--- src/rtl/cdb_arbiter.sv ---
// Common data bus arbiter: three per-source result FIFOs drained one entry per
// cycle onto a registered broadcast bus, round-robin between non-empty sources.
module cdb_arbiter #(
    parameter int QDEPTH = 2,
    parameter int TAGW   = 5,
    parameter int DATAW  = 32
) (
    input  logic             clk,
    input  logic             rst,
    input  logic             rdy,
    input  logic             clear,
    input  logic             alu_en_i,
    input  logic [TAGW-1:0]  alu_tag_i,
    input  logic [DATAW-1:0] alu_data_i,
    input  logic             lsb_en_i,
    input  logic [TAGW-1:0]  lsb_tag_i,
    input  logic [DATAW-1:0] lsb_data_i,
    input  logic             br_en_i,
    input  logic [TAGW-1:0]  br_tag_i,
    input  logic [DATAW-1:0] br_data_i,
    output logic             alu_full_o,
    output logic             lsb_full_o,
    output logic             br_full_o,
    output logic             cdb_en_o,
    output logic [TAGW-1:0]  cdb_tag_o,
    output logic [DATAW-1:0] cdb_data_o,
    output logic [1:0]       cdb_src_o
);
    localparam int PW = $clog2(QDEPTH);
    localparam int CW = PW + 1;
    localparam logic [CW-1:0] FULL_CNT = CW'(QDEPTH);

    logic             en_w   [3];
    logic [TAGW-1:0]  tag_w  [3];
    logic [DATAW-1:0] data_w [3];

    logic [TAGW-1:0]  tag_mem_q  [3][QDEPTH];
    logic [DATAW-1:0] data_mem_q [3][QDEPTH];
    logic [PW-1:0]    rptr_q [3];
    logic [PW-1:0]    wptr_q [3];
    logic [CW-1:0]    cnt_q  [3];
    logic [1:0]       last_q;

    logic [2:0]       elig, full, push, pop;
    logic             found;
    logic [1:0]       win, idx;
    logic [TAGW-1:0]  head_tag;
    logic [DATAW-1:0] head_data;

    function automatic logic [1:0] next_idx(input logic [1:0] i);
        return (i == 2'd2) ? 2'd0 : i + 2'd1;
    endfunction

    assign en_w[0] = alu_en_i;  assign tag_w[0] = alu_tag_i;  assign data_w[0] = alu_data_i;
    assign en_w[1] = lsb_en_i;  assign tag_w[1] = lsb_tag_i;  assign data_w[1] = lsb_data_i;
    assign en_w[2] = br_en_i;   assign tag_w[2] = br_tag_i;   assign data_w[2] = br_data_i;

    assign alu_full_o = full[0];
    assign lsb_full_o = full[1];
    assign br_full_o  = full[2];

    // Eligibility and fullness look only at the count at the start of the cycle.
    always_comb begin
        for (int i = 0; i < 3; i++) begin
            elig[i] = (cnt_q[i] != '0);
            full[i] = (cnt_q[i] == FULL_CNT);
        end
    end

    always_comb begin
        found = 1'b0;
        win   = 2'd0;
        idx   = next_idx(last_q);
        for (int k = 0; k < 3; k++) begin
            if (!found && elig[idx]) begin
                found = 1'b1;
                win   = idx;
            end
            idx = next_idx(idx);
        end
    end

    always_comb begin
        for (int i = 0; i < 3; i++) begin
            push[i] = rdy && !clear && en_w[i] && !full[i];
            pop[i]  = rdy && !clear && found && (win == 2'(i));
        end
    end

    always_comb begin
        head_tag  = tag_mem_q[0][rptr_q[0]];
        head_data = data_mem_q[0][rptr_q[0]];
        case (win)
            2'd1: begin
                head_tag  = tag_mem_q[1][rptr_q[1]];
                head_data = data_mem_q[1][rptr_q[1]];
            end
            2'd2: begin
                head_tag  = tag_mem_q[2][rptr_q[2]];
                head_data = data_mem_q[2][rptr_q[2]];
            end
            default: ;
        endcase
    end

    // Entry storage carries no reset; validity is tracked by the counts.
    always_ff @(posedge clk) begin
        for (int i = 0; i < 3; i++) begin
            if (push[i] && !rst) begin
                tag_mem_q[i][wptr_q[i]]  <= tag_w[i];
                data_mem_q[i][wptr_q[i]] <= data_w[i];
            end
        end
    end

    always_ff @(posedge clk) begin
        if (rst || (rdy && clear)) begin
            for (int i = 0; i < 3; i++) begin
                rptr_q[i] <= '0;
                wptr_q[i] <= '0;
                cnt_q[i]  <= '0;
            end
            cdb_en_o   <= 1'b0;
            cdb_tag_o  <= '0;
            cdb_data_o <= '0;
            cdb_src_o  <= 2'd0;
            last_q     <= 2'd2;
        end else if (rdy) begin
            for (int i = 0; i < 3; i++) begin
                if (push[i]) wptr_q[i] <= wptr_q[i] + 1'b1;
                if (pop[i])  rptr_q[i] <= rptr_q[i] + 1'b1;
                cnt_q[i] <= cnt_q[i] + CW'(push[i]) - CW'(pop[i]);
            end
            if (found) begin
                cdb_en_o   <= 1'b1;
                cdb_tag_o  <= head_tag;
                cdb_data_o <= head_data;
                cdb_src_o  <= win;
                last_q     <= win;
            end else begin
                cdb_en_o   <= 1'b0;
                cdb_tag_o  <= '0;
                cdb_data_o <= '0;
                cdb_src_o  <= 2'd0;
            end
        end
    end
endmodule

--- config.mk ---
export PLATFORM = sky130hd
export DESIGN_NAME = cdb_arbiter
export DESIGN_NICKNAME = d
export VERILOG_FILES = /design/src/rtl/cdb_arbiter.sv
export SDC_FILE = /design/constraint.sdc
export NUM_CORES = 1
export LEC_CHECK = 0
export ABC_AREA = 0
export CORE_MARGIN = 3
export CORE_UTILIZATION = 31
export CTS_CLUSTER_DIAMETER = 60
export CTS_CLUSTER_SIZE = 24
export DETAILED_ROUTE_END_ITERATION = 8
export PLACE_DENSITY_LB_ADDON = 0.05
export SYNTH_ARGS = -nofsm -noshare
export SYNTH_HDL_FRONTEND = slang
export SYNTH_SLANG_ARGS = --single-unit
export TNS_END_PERCENT = 30
--- constraint.sdc ---
create_clock -name clk -period 2.9 [get_ports clk]
set_input_delay 0.435 -clock clk [delete_from_list [all_inputs] [get_ports clk]]
set_output_delay 0.435 -clock clk [all_outputs]
set_load 0.02 [all_outputs]
# After elaboration in Yosys (flattened, before gate mapping)

Memories as Yosys holds them, arrays and structs flattened.
Cells that the tools add are included.

Output and inout port bits: 43
Memory bits (writable): 234
Memories kept: 5
Bits in registers: 42
Memory bits (read-only): 0
Word-level logic and storage cells: 191
Latch bits: 0
Input bits: 118

Shift operators: 0
Mux-type cells: 98
$mul: 0
Order comparisons: 12
Div/mod/pow operators: 0
Reductions and logical operators: 33
Equality and inequality tests: 8
Bitwise operators: 15
Add/subtract/negate cells: 15

Memories:

| name       | depth | width | rd ports | clocked after memory_dff | wr ports | RTL line | source |
|---|---|---|---|---|---|---|---|
| data_mem_q | 3     | 64    | 3        | 0                        | 3        | 38       | `logic [DATAW-1:0] data_mem_q [3][QDEPTH];` |
| tag_mem_q  | 3     | 10    | 3        | 0                        | 3        | 37       | `logic [TAGW-1:0] tag_mem_q [3][QDEPTH];` |
| cnt_q      | 3     | 2     | 3        | 0                        | 3        | 41       | `logic [CW-1:0] cnt_q [3];` |
| rptr_q     | 3     | 1     | 3        | 0                        | 3        | 39       | `logic [PW-1:0] rptr_q [3];` |
| wptr_q     | 3     | 1     | 3        | 0                        | 3        | 40       | `logic [PW-1:0] wptr_q [3];` |

Operator list:

| cell                                                        | count |
|---|---|
| two-way mux 32 bit                                          | 13 |
| two-way mux 64 bit                                          | 3 |
| demux 32 bit (select 1 bit)                                 | 3 |
| two-way mux 5 bit                                           | 13 |
| case mux 32 bit (2 select lines)                            | 1 |
| two-way mux 1 bit                                           | 45 |
| two-way mux 10 bit                                          | 3 |
| logical AND 1 bit                                           | 20 |
| two-way mux 2 bit                                           | 10 |
| demux 5 bit (select 1 bit)                                  | 3 |
| equality test 2 bit (second input constant)                 | 7 |
| greater-or-equal comparator 2 bit (second input constant)   | 6 |
| inverter 1 -> 2 bit                                         | 6 |
| case mux 5 bit (2 select lines)                             | 1 |
| less-than comparator 2 x 3 -> 1 bit (second input constant) | 3 |
| bitwise OR 1 bit                                            | 9 |
| logical NOT 1 bit                                           | 7 |
| adder 1 bit (second input constant)                         | 6 |
| adder 2 x 1 -> 2 bit                                        | 3 |
| adder 2 x 1 -> 2 bit (second input constant)                | 3 |
| binary-select mux 1 bit (select 2 bit)                      | 3 |
| less-than comparator 2 x 1 -> 1 bit (second input constant) | 3 |
| nonzero test 2 bit                                          | 3 |
| subtractor 2 x 1 -> 2 bit                                   | 3 |
| 4 further kinds                                             | 4 |

# Depth between registers and ports, before layout

Depth in word-level cells: 18
Mapped depth: 13
Gate-level depth less buffers: 11

# Worst setup path before layout

No wires, ideal clock.

Path kind: input port to flip-flop
Start: input clear
End: memory data_mem_q[0][100] (netlist name) (enable)
Data required time: 2469 ps
Buffers on the path: 0
Path slack: -17 ps
Data arrival time: 2486 ps
Stages on the path: 3
Setup time: 431 ps
Cells stage by stage: nor3b_4 -> nand3_1 -> nor2_1

RTL lines:

| item               | RTL line | source |
|---|---|---|
| start: declaration | 11       | `input logic clear,` |
| end: declaration   | 38       |  |

==> flow_summary.json <==
{
  "status": "completed",
  "power_density_mw_per_mm2": 636.0,
  "crit_type": "flip-flop to flip-flop",
  "grt.total_usage_pct": 14.80,
  "max_freq_mhz": 373.2,
  "seq_power_share_pct": 49.8,
  "worst-path-max-fanout": 6,
  "ctsResizeCount": 0,
  "areaGrowthSynthToFinish_pct": 29.65,
  "syn_nets": 804,
  "yosys.area.top_type": "edfxtp_1",
  "cts_tree": "done",
  "switchingPower_mw": 2.202,
  "rows": 67,
  "synth_edf_count": 234,
  "worstMarginPinSlew_ns": 0.8760,
  "min_period_ns": 2.680,
  "synth_top_cell_area_share_pct": 65.17,
  "power.share.clock_pct": 39.9,
  "cp-start-kind": "flip-flop",
  "ys_seq_area_share_pct": 72.97,
  "postCtsSetupBuffers": 0,
  "vias": 6320,
  "internal-power_mw": 6.688,
  "fin_ws_ns": 0.2205,
  "finalSetupViolations": 0,
  "grt_pass1_vias": 6813,
  "synth.distinct_cells": 36,
  "antenna_cells": 0,
  "period_share_pct": 92.40,
  "synth_top_cells_by_area": "edfxtp_1, dfxtp_1, mux2_2",
  "syn_avg_cell_area_um2": 15.93,
  "fin_nets": 975,
  "synthArstFlopShare_pct": 0,
  "worstSetupEndpointType": "flip-flop",
  "final_layout_size_suffix_gt1_share_pct": 18.45,
  "cts.sinks": 276,
  "syn_area_mm2": 0.01078,
  "rsz0062_at_grt": "false",
  "cts-root-buf": "clkbuf_16",
  "yosys-top-cells-count": "edfxtp_1, mux2_2, dfxtp_1",
  "die_w_um": 192.5,
  "dominantRegCellSynth": "edfxtp_1",
  "place_congestion": 0.7866,
  "peakVddDrop_uv": 391.6,
  "hold_viol": 0,
  "pre_cts_slack_ns": 0.2330,
  "fp.dieArea_mm2": 0.03705,
  "numCtsBuffers": 25,
  "die_y_um": 192.5,
  "synth-seq-cells": 276,
  "pwr-share-comb_pct": 10.3,
  "hold_class": "flip-flop to flip-flop",
  "grt_max_degree": 76,
  "drv_slew": 0,
  "drc": 0,
  "maxSlewHeadroom_pct": 41.52,
  "totalWireLength_um": 27670,
  "ant_nets": 0,
  "synth-warning-count": 0,
  "gr-total-overflow": 0,
  "netlist_instances": 677,
  "num_io_pins": 161,
  "critPathRequiredTime_ns": 3.19,
  "grt_pass1_wl_um": 40770,
  "maxCapViolations": 0,
  "antenna_found_initial": 1,
  "dpl.hpwl_um": 17730,
  "arrival_ns": 2.97,
  "wl_per_cell_um": 21.04,
  "placed_cells": 1269,
  "htree_num_levels": 1,
  "coreArea_mm2": 0.03387,
  "worstSkewPairLatency_ns": 0.54,
  "fin_skew_ns": 0.02433,
  "yosys.cell_count.top_type": "edfxtp_1",
  "fin_hold_ws_ns": 0.4558,
  "routed_via_density": 4.806,
  "portBuffers": 160,
  "cellLeakagePower_nw": 4.619,
  "cts.clk_slew.worst_paths_ns": 0.08,
  "start_util_pct": 31.83,
  "final_cells": 1315,
  "dr.first_iter.drc_count": 369,
  "drt_first_pass_iters": 4,
  "swShare_pct": 24.77,
  "cts_hold_buf": 0,
  "cts_buffer_depth": 3
}
==> cell type report <==
class | count | area [um^2]
inverter | 16 | 60.06
sequential | 276 | 7868
fill | 3124 | 19890
multi-input combinational | 345 | 2733
clock inverter | 20 | 261.5
clock buffer | 26 | 639.4
tap | 448 | 560.5
timing repair buffer | 184 | 1857
==> kinds of logic (layout without fill, tap and decap cells) <==
logic type	count (synthesis)	after routing	share of synthesized area, %
flops	276	276	72.97
compound gates	133	133	9.609
simple gates	126	126	6.093
mux	74	74	7.729
buf+inv	56	246	2.309
fa+ha+maj	9	9	1.044
xor+xnor	3	3	0.2437
==> flip-flops by register name, summed over array words and instances (netlist names) <==
register / cells
cdb_data_o: 32
cnt_q: 6
rptr_q: 3
cdb_src_o: 2
last_q: 2
wptr_q: 3
cdb_en_o: 1
tag_mem_q: 30
data_mem_q: 192
cdb_tag_o: 5
==> layer usage <==
layer,up-vias,global-route usage [%],wire length [um],part of all wire (%)
li1,2990,-,-,-
met1,3114,19.03,12090,44
met2,171,25.76,13490,49
met3,43,2.579,1331,4.8
met4,2,4.063,742,2.7
met5,-,0,13,0.047
==> cell usage in the layout (no fill, tap or decap), drive strengths merged <==
cell	count
and3	3
bufinv	2
xor2	3
nor2b	38
o2111ai	1
ha	9
a221oi	37
nand3	3
clkbuf	26
o21bai	1
o211ai	2
mux2	74
clkinv	7
clkdlybuf4s50	160
a211oi	37
nand2b	8
a21oi	3
o21a	2
o32ai	1
nor3b	1
buf	24
a31oi	3
or4	1
o41ai	1
nand2	41
o31ai	39
o21ai	2
or2	2
inv	27
and2	9
nor2	14
edfxtp	234
dfxtp	42
a21o	4
nor3	6
==> per-stage QoR <==
stage / setup TNS [ns] / utilization [%] / power [mW] / instance area [um^2]
floorplan: -3.308 / - / 4.985 / 10780
global placement: 0 / 38.61 / 5.435 / 13080
detailed placement: 0 / 38.61 / 5.454 / 13080
CTS: 0 / 41.27 / 9.031 / 13980
global route: 0 / 41.27 / 9.259 / 13980
finish: 0 / 41.27 / 8.890 / 13980
==> final timing paths <==
kind	end	slack, ns	startpoint	depth (start not counted)
worst min register to register	cdb_data_o[10]$_SDFFE_PP0P_	0.46	cdb_data_o[10]$_SDFFE_PP0P_	2
worst max register to register	cnt_q[0][1]$_SDFFCE_PN0P_	0.22	cnt_q[0][1]$_SDFFCE_PN0P_	10
worst min-delay path	cdb_data_o[10]$_SDFFE_PP0P_	0.46	cdb_data_o[10]$_SDFFE_PP0P_	2
worst max-delay path	cnt_q[0][1]$_SDFFCE_PN0P_	0.22	cnt_q[0][1]$_SDFFCE_PN0P_	10
==> power groups by stage <==
stage / Combinational, mW / Sequential [mW] / Clock [mW]
2_1_floorplan: 0.438 / 4.55 / 0
3_3_place_gp: 0.917 / 4.52 / 0
3_5_place_dp: 0.934 / 4.52 / 0
4_1_cts: 0.937 / 4.43 / 3.66
5_1_grt: 1.00 / 4.44 / 3.82
6_report: 0.916 / 4.43 / 3.55
==> critical path: stages (launching register included) <==
cell	delay, ns
edfxtp_1	0.47
o41ai_1	0.49
o211ai_1	0.23
ha_2	0.24
and2_1	0.14
ha_1	0.27
inv_1	0.06
ha_1	0.16
xor2_1	0.18
and2_1	0.15
nor3_1	0.04
Power figures use the tool's default switching activity.
